File: config.mk
export PLATFORM = sky130hd
export DESIGN_NAME = button_debounce
export DESIGN_NICKNAME = d
export VERILOG_FILES = /design/src/rtl/btn_pkg.sv /design/src/rtl/sync_2ff.sv /design/src/rtl/button_debounce.sv
export SDC_FILE = /design/constraint.sdc
export NUM_CORES = 1
export LEC_CHECK = 0
export CORE_MARGIN = 3
export CORE_UTILIZATION = 40
export CTS_CLUSTER_SIZE = 25
export DETAILED_ROUTE_END_ITERATION = 10
export HOLD_SLACK_MARGIN = 0.03
export PLACE_DENSITY = 0.68
export SLEW_MARGIN = 25
export SYNTH_ARGS = -nofsm -noshare
export SYNTH_HDL_FRONTEND = slang
export SYNTH_SLANG_ARGS = --single-unit
export TNS_END_PERCENT = 20
File: constraint.sdc
create_clock -name clk -period 2 [get_ports clk]
set_clock_uncertainty 0.05 [all_clocks]
set_input_delay 0.4 -clock clk [delete_from_list [all_inputs] [get_ports clk]]
set_output_delay 0.4 -clock clk [all_outputs]
set_load 0.05 [all_outputs]
File: src/rtl/btn_pkg.sv
// Shared definitions for the push-button conditioning logic: debounce FSM
// state encoding, default cycle constants and a small state helper.
package btn_pkg;

    // Debounce FSM states; DOWN and ARM_UP both mean "currently pressed".
    typedef enum logic [1:0] {
        ST_IDLE     = 2'b00,
        ST_ARM_DOWN = 2'b01,
        ST_DOWN     = 2'b11,
        ST_ARM_UP   = 2'b10
    } btn_state_t;

    localparam int DEFAULT_DEBOUNCE_WIDTH  = 16;
    localparam int DEFAULT_DEBOUNCE_CYCLES = 50000;
    localparam int DEFAULT_LONG_WIDTH      = 24;
    localparam int DEFAULT_LONG_CYCLES     = 12000000;

    // True while the debounced level is high (pressed or arming a release).
    function automatic logic is_held(input btn_state_t s);
        return (s == ST_DOWN) || (s == ST_ARM_UP);
    endfunction

endpackage

File: src/rtl/sync_2ff.sv
// Single-bit two-flop synchroniser with asynchronous active-high reset.
// Both stages clear to 0 on reset.
module sync_2ff (
    input  logic clk,
    input  logic rst,
    input  logic d,
    output logic q
);

    logic s1;
    logic s2;

    // Two back-to-back flops to resolve metastability on the async input.
    always_ff @(posedge clk or posedge rst) begin
        if (rst) begin
            s1 <= 1'b0;
            s2 <= 1'b0;
        end else begin
            s1 <= d;
            s2 <= s1;
        end
    end

    assign q = s2;

endmodule

File: src/rtl/button_debounce.sv
// Push-button conditioner: 2-flop synchroniser followed by a counter-based
// debounce FSM producing a clean level plus one-cycle press/release pulses.
// The release pulse port is named release_pulse because "release" is a
// reserved word in SystemVerilog.
// Optional long-press detection is compiled in with the macro
// BUTTON_DEBOUNCE_LONG_PRESS_EN; without it long_press is tied to 0.
module button_debounce
    import btn_pkg::*;
#(
    parameter int DEBOUNCE_WIDTH  = DEFAULT_DEBOUNCE_WIDTH,
    parameter int DEBOUNCE_CYCLES = DEFAULT_DEBOUNCE_CYCLES,
    parameter bit ACTIVE_LOW      = 1'b0,
    parameter int LONG_WIDTH      = DEFAULT_LONG_WIDTH,
    parameter int LONG_CYCLES     = DEFAULT_LONG_CYCLES
) (
    input  logic clk,
    input  logic rst,
    input  logic button_in,
    output logic button_level,
    output logic press,
    output logic release_pulse,
    output logic long_press
);

    localparam logic [DEBOUNCE_WIDTH-1:0] DEB_LAST = DEBOUNCE_WIDTH'(DEBOUNCE_CYCLES - 1);
    localparam logic [DEBOUNCE_WIDTH-1:0] DEB_ONE  = DEBOUNCE_WIDTH'(1);

    logic                      sync_q;
    logic                      b;
    btn_state_t                state;
    btn_state_t                state_next;
    logic [DEBOUNCE_WIDTH-1:0] cnt;
    logic [DEBOUNCE_WIDTH-1:0] cnt_next;
    logic                      level_next;
    logic                      press_next;
    logic                      release_next;

    sync_2ff u_sync (
        .clk (clk),
        .rst (rst),
        .d   (button_in),
        .q   (sync_q)
    );

    // Polarity is normalised after the synchroniser so b=1 always means pressed.
    assign b = sync_q ^ ACTIVE_LOW;

    // Next-state logic: the compare against DEB_LAST precedes the increment,
    // so the stability counter can never wrap.
    always_comb begin
        state_next   = state;
        cnt_next     = cnt;
        level_next   = button_level;
        press_next   = 1'b0;
        release_next = 1'b0;
        case (state)
            ST_IDLE: begin
                if (b) begin
                    state_next = ST_ARM_DOWN;
                    cnt_next   = '0;
                end else begin
                    state_next = ST_IDLE;
                end
            end
            ST_ARM_DOWN: begin
                if (!b) begin
                    state_next = ST_IDLE;
                    cnt_next   = '0;
                end else if (cnt == DEB_LAST) begin
                    state_next = ST_DOWN;
                    cnt_next   = '0;
                    level_next = 1'b1;
                    press_next = 1'b1;
                end else begin
                    cnt_next = cnt + DEB_ONE;
                end
            end
            ST_DOWN: begin
                if (!b) begin
                    state_next = ST_ARM_UP;
                    cnt_next   = '0;
                end else begin
                    state_next = ST_DOWN;
                end
            end
            ST_ARM_UP: begin
                if (b) begin
                    state_next = ST_DOWN;
                    cnt_next   = '0;
                end else if (cnt == DEB_LAST) begin
                    state_next   = ST_IDLE;
                    cnt_next     = '0;
                    level_next   = 1'b0;
                    release_next = 1'b1;
                end else begin
                    cnt_next = cnt + DEB_ONE;
                end
            end
            default: begin
                state_next = ST_IDLE;
                cnt_next   = '0;
                level_next = 1'b0;
            end
        endcase
    end

    // FSM state, stability counter and registered level/pulse outputs.
    always_ff @(posedge clk or posedge rst) begin
        if (rst) begin
            state         <= ST_IDLE;
            cnt           <= '0;
            button_level  <= 1'b0;
            press         <= 1'b0;
            release_pulse <= 1'b0;
        end else begin
            state         <= state_next;
            cnt           <= cnt_next;
            button_level  <= level_next;
            press         <= press_next;
            release_pulse <= release_next;
        end
    end

`ifdef BUTTON_DEBOUNCE_LONG_PRESS_EN
    localparam logic [LONG_WIDTH-1:0] LONG_LAST = LONG_WIDTH'(LONG_CYCLES - 1);
    localparam logic [LONG_WIDTH-1:0] LONG_SAT  = LONG_WIDTH'(LONG_CYCLES);
    localparam logic [LONG_WIDTH-1:0] LONG_ONE  = LONG_WIDTH'(1);

    logic [LONG_WIDTH-1:0] lcnt;
    logic [LONG_WIDTH-1:0] lcnt_next;
    logic                  long_next;

    // Held-time counter: runs through DOWN and ARM_UP (a release bounce does
    // not restart it) and parks at LONG_SAT so only one pulse fires per press.
    // Any state outside the held pair clears it, which covers entering DOWN
    // from ARM_DOWN and returning to IDLE.
    always_comb begin
        lcnt_next = lcnt;
        long_next = 1'b0;
        if (is_held(state)) begin
            long_next = (lcnt == LONG_LAST);
            if (state_next == ST_IDLE) begin
                lcnt_next = '0;
            end else if (lcnt != LONG_SAT) begin
                lcnt_next = lcnt + LONG_ONE;
            end else begin
                lcnt_next = lcnt;
            end
        end else begin
            lcnt_next = '0;
        end
    end

    // Long-press counter and registered pulse.
    always_ff @(posedge clk or posedge rst) begin
        if (rst) begin
            lcnt       <= '0;
            long_press <= 1'b0;
        end else begin
            lcnt       <= lcnt_next;
            long_press <= long_next;
        end
    end
`else
    assign long_press = 1'b0;
`endif

endmodule

==> impl_metrics.env <==
export IMPL_status="finished, violations left"
export IMPL_violations="negative setup slack"
export IMPL_drive_gt1_share_pct=31.0
export IMPL_overflow=0
export IMPL_die_x_um=63.1
export IMPL_p_per_area_mw_per_mm2=768
export IMPL_hpwl_mm=2.36
export IMPL_synth_ff_type="dfrtp_1"
export IMPL_cp_max_fo=4
export IMPL_cap_violations=0
export IMPL_place_port_buffers=5
export IMPL_floorplan_initialDensity_pct=42.4
export IMPL_syn_nets=148
export IMPL_coreArea_mm2=0.00308
export IMPL_hold_viol=0
export IMPL_yosys_warnings=0
export IMPL_yosysSeqAreaShare_pct=44.1
export IMPL_period_needed_ns=2.05
export IMPL_grt_pass1_wl_mm=5.42
export IMPL_n_antenna_cell=0
export IMPL_antenna_found_initial=0
export IMPL_synth_area_mm2=0.00131
export IMPL_fin_crit_sh_pct=102
export IMPL_ys_seq_elements=23
export IMPL_dp_cells=210
export IMPL_grt_pass1_vias=1231
export IMPL_slew_violations=0
export IMPL_rows=20
export IMPL_finalWorstSetupSlack_ns=-0.0495
export IMPL_stdcell_count=215
export IMPL_drtPass1Iterations=4
export IMPL_criticalPathCategory="register to register"
export IMPL_slew_headroom_pct=66.6
export IMPL_clock_sinks=23
export IMPL_p_leak_uw=0.000713
export IMPL_drt_iter0_drc=75
export IMPL_finalWeightedCongestion=0.836
export IMPL_die_area_mm2=0.00398
export IMPL_required_ns=2.20
export IMPL_ir_drop_mv=0.463
export IMPL_grt_usage_pct=17.0
export IMPL_synthCells=139
export IMPL_via_per_inst=5.33
export IMPL_vias=1145
export IMPL_htree_levels=1
export IMPL_critPathLaunchType="register"
export IMPL_synth_edf_count=0
export IMPL_die_h_um=63.1
export IMPL_hold_path_class="register to register"
export IMPL_crit_arrival_ns=2.25
export IMPL_wl_per_cell_um=14.9
export IMPL_worstSetupEndpointType="register"
export IMPL_cts_tree="built"
export IMPL_insertion_delay_ns=0.32
export IMPL_cts_buffer_depth=2
export IMPL_grt_max_degree=24
export IMPL_synth_cell_types=39
export IMPL_cts_inserted_buffers=3
export IMPL_whs_ns=0.332
export IMPL_ant_nets=0
export IMPL_fmax_mhz=488
export IMPL_drc=0
export IMPL_wl_mm=3.21
export IMPL_setup_viol=11
export IMPL_cts_root_buf="clkbuf_4"
export IMPL_synth_async_sr_flop_share_pct=100
export IMPL_syn_avg_cell_area_um2=9.39
export IMPL_rsz0062_at_grt="true"
export IMPL_worstMarginPinSlew_ns=0.500
export IMPL_nNetsFinal=181
export IMPL_ios=7
export IMPL_syn2layout_area_growth_pct=31.0
export IMPL_clkTransAtPathRegs_ns=0.13
[cells by family after synthesis]
logic type | Yosys count | synth area share, %
xor gates and xnor gates | 9 | 6.04
and+or+nand+nor | 64 | 26.8
other | 1 | 0.287
adders and majority gates | 6 | 5.75
DFF | 23 | 44.1
buffers and inverters | 12 | 4.03
AOI/OAI and AO/OA | 20 | 9.78
muxes | 4 | 3.26
[report_power, final]
part | switching, µW | internal [µW]
logic | 302 | 264
registers | 33.1 | 495
clock network | 143 | 75.0
[cells in the mapped netlist, types with 2 or more instances]
cell type   n  area share [%]
nand4_1     5             2.4
or3_1       3             1.4
mux2i_1     2             1.5
nand3_1     6             2.3
nand2_1    15             4.3
dfrtp_1    23              44
ha_1        6             5.8
nor2_1     14             4.0
nor4_1      7             3.4
xnor2_1     8             5.4
o21ai_0     7             2.7
mux2_2      2             1.7
buf_4       2             1.2
nor3_1      2            0.77
inv_1       8             2.3
a21oi_1     4             1.5
clkbuf_1    2            0.58
o31ai_1     2             1.2
[flip-flops by register name, summed over array words and instances (netlist names)]
| register | flops |
|---|---|
| press | 1 |
| button_level | 1 |
| state | 2 |
| u_sync.q | 1 |
| release_pulse | 1 |
| cnt | 16 |
| u_sync.s1 | 1 |
[metrics by stage]
step	utilization, %	area, µm²	power, µW	TNS (ns)	setup WS (ns)
after global routing	55.5	1710	1400	-0.917	-0.115
after CTS	54.0	1660	1310	-0.0570	-0.0213
after floorplan	-	1320	837	-0.000527	-0.000527
after detailed placement	51.7	1590	1010	-0.139	-0.0516
after global placement	51.7	1590	986	-0.0369	-0.0187
final	55.5	1710	1310	-0.232	-0.0495
[area by class of cell]
class / count / area [µm²]
fillers: 297 / 1370
multi-input cells: 104 / 758
flip-flops and latches: 23 / 576
repair buffers: 32 / 263
well taps: 44 / 55.1
inverters: 8 / 30.0
clock buffers: 3 / 22.5
clock inverters: 1 / 5.00
[layer usage]
metal	vias to the layer above	part of all wire (%)	global-route usage, %
li1	558	-	-
met1	564	42	18.3
met2	13	53	32.5
met3	10	2.4	3.92
met4	0	2.6	5.23
met5	-	0	0
[layout by cell type (no fill, tap or decap), types with 2 or more instances in the layout]
master / Yosys / routed
a21oi_1: 4 / 3
buf_6: 0 / 2
nor4_2: 1 / 2
nor2_1: 14 / 14
nor3_1: 2 / 2
inv_2: 0 / 2
o21ai_1: 0 / 2
nand3_1: 6 / 5
nor4_1: 7 / 5
buf_4: 2 / 25
ha_1: 6 / 4
or4_4: 1 / 2
inv_1: 8 / 6
dfrtp_1: 23 / 23
or4b_4: 1 / 2
nand4_1: 5 / 5
clkdlybuf4s50_1: 0 / 4
o31ai_1: 2 / 2
or3_4: 0 / 2
clkbuf_4: 0 / 3
xnor2_1: 8 / 8
mux2i_1: 2 / 2
nand2_1: 15 / 14
o21ai_0: 7 / 5
[path summary, 6_finish.rpt]
kind | start | end | slack (ns) | depth (start not counted)
setup / recovery | state[0] | cnt[15] | -0.05 | 6
hold / removal | u_sync.s1 | u_sync.q | 0.33 | 0
setup reg to reg | state[0] | cnt[15] | -0.05 | 6
hold reg to reg | u_sync.s1 | u_sync.q | 0.33 | 0
max in group asynchronous | rst | cnt[7] | 1.33 | 3
min in group asynchronous | rst | u_sync.q | 0.34 | 3
[timing repair]
action | in CTS | in global routing
pin swaps | 2 | 2
gates resized for setup | 8 | 12
endpoints found under the setup margin | 10 | 22
setup buffers | 1 | 0
gates cloned | 0 | 0
hold buffers | 0 | 0
[worst max-delay path, cell delays in order, from the launching register on]
cell	delay [ns]
dfrtp_1	0.42
inv_2	0.07
ha_4	0.16
mux2_4	0.29
or4_4	0.45
or3_4	0.41
a21oi_2	0.13
No activity file was read; power rests on OpenSTA's default activity.
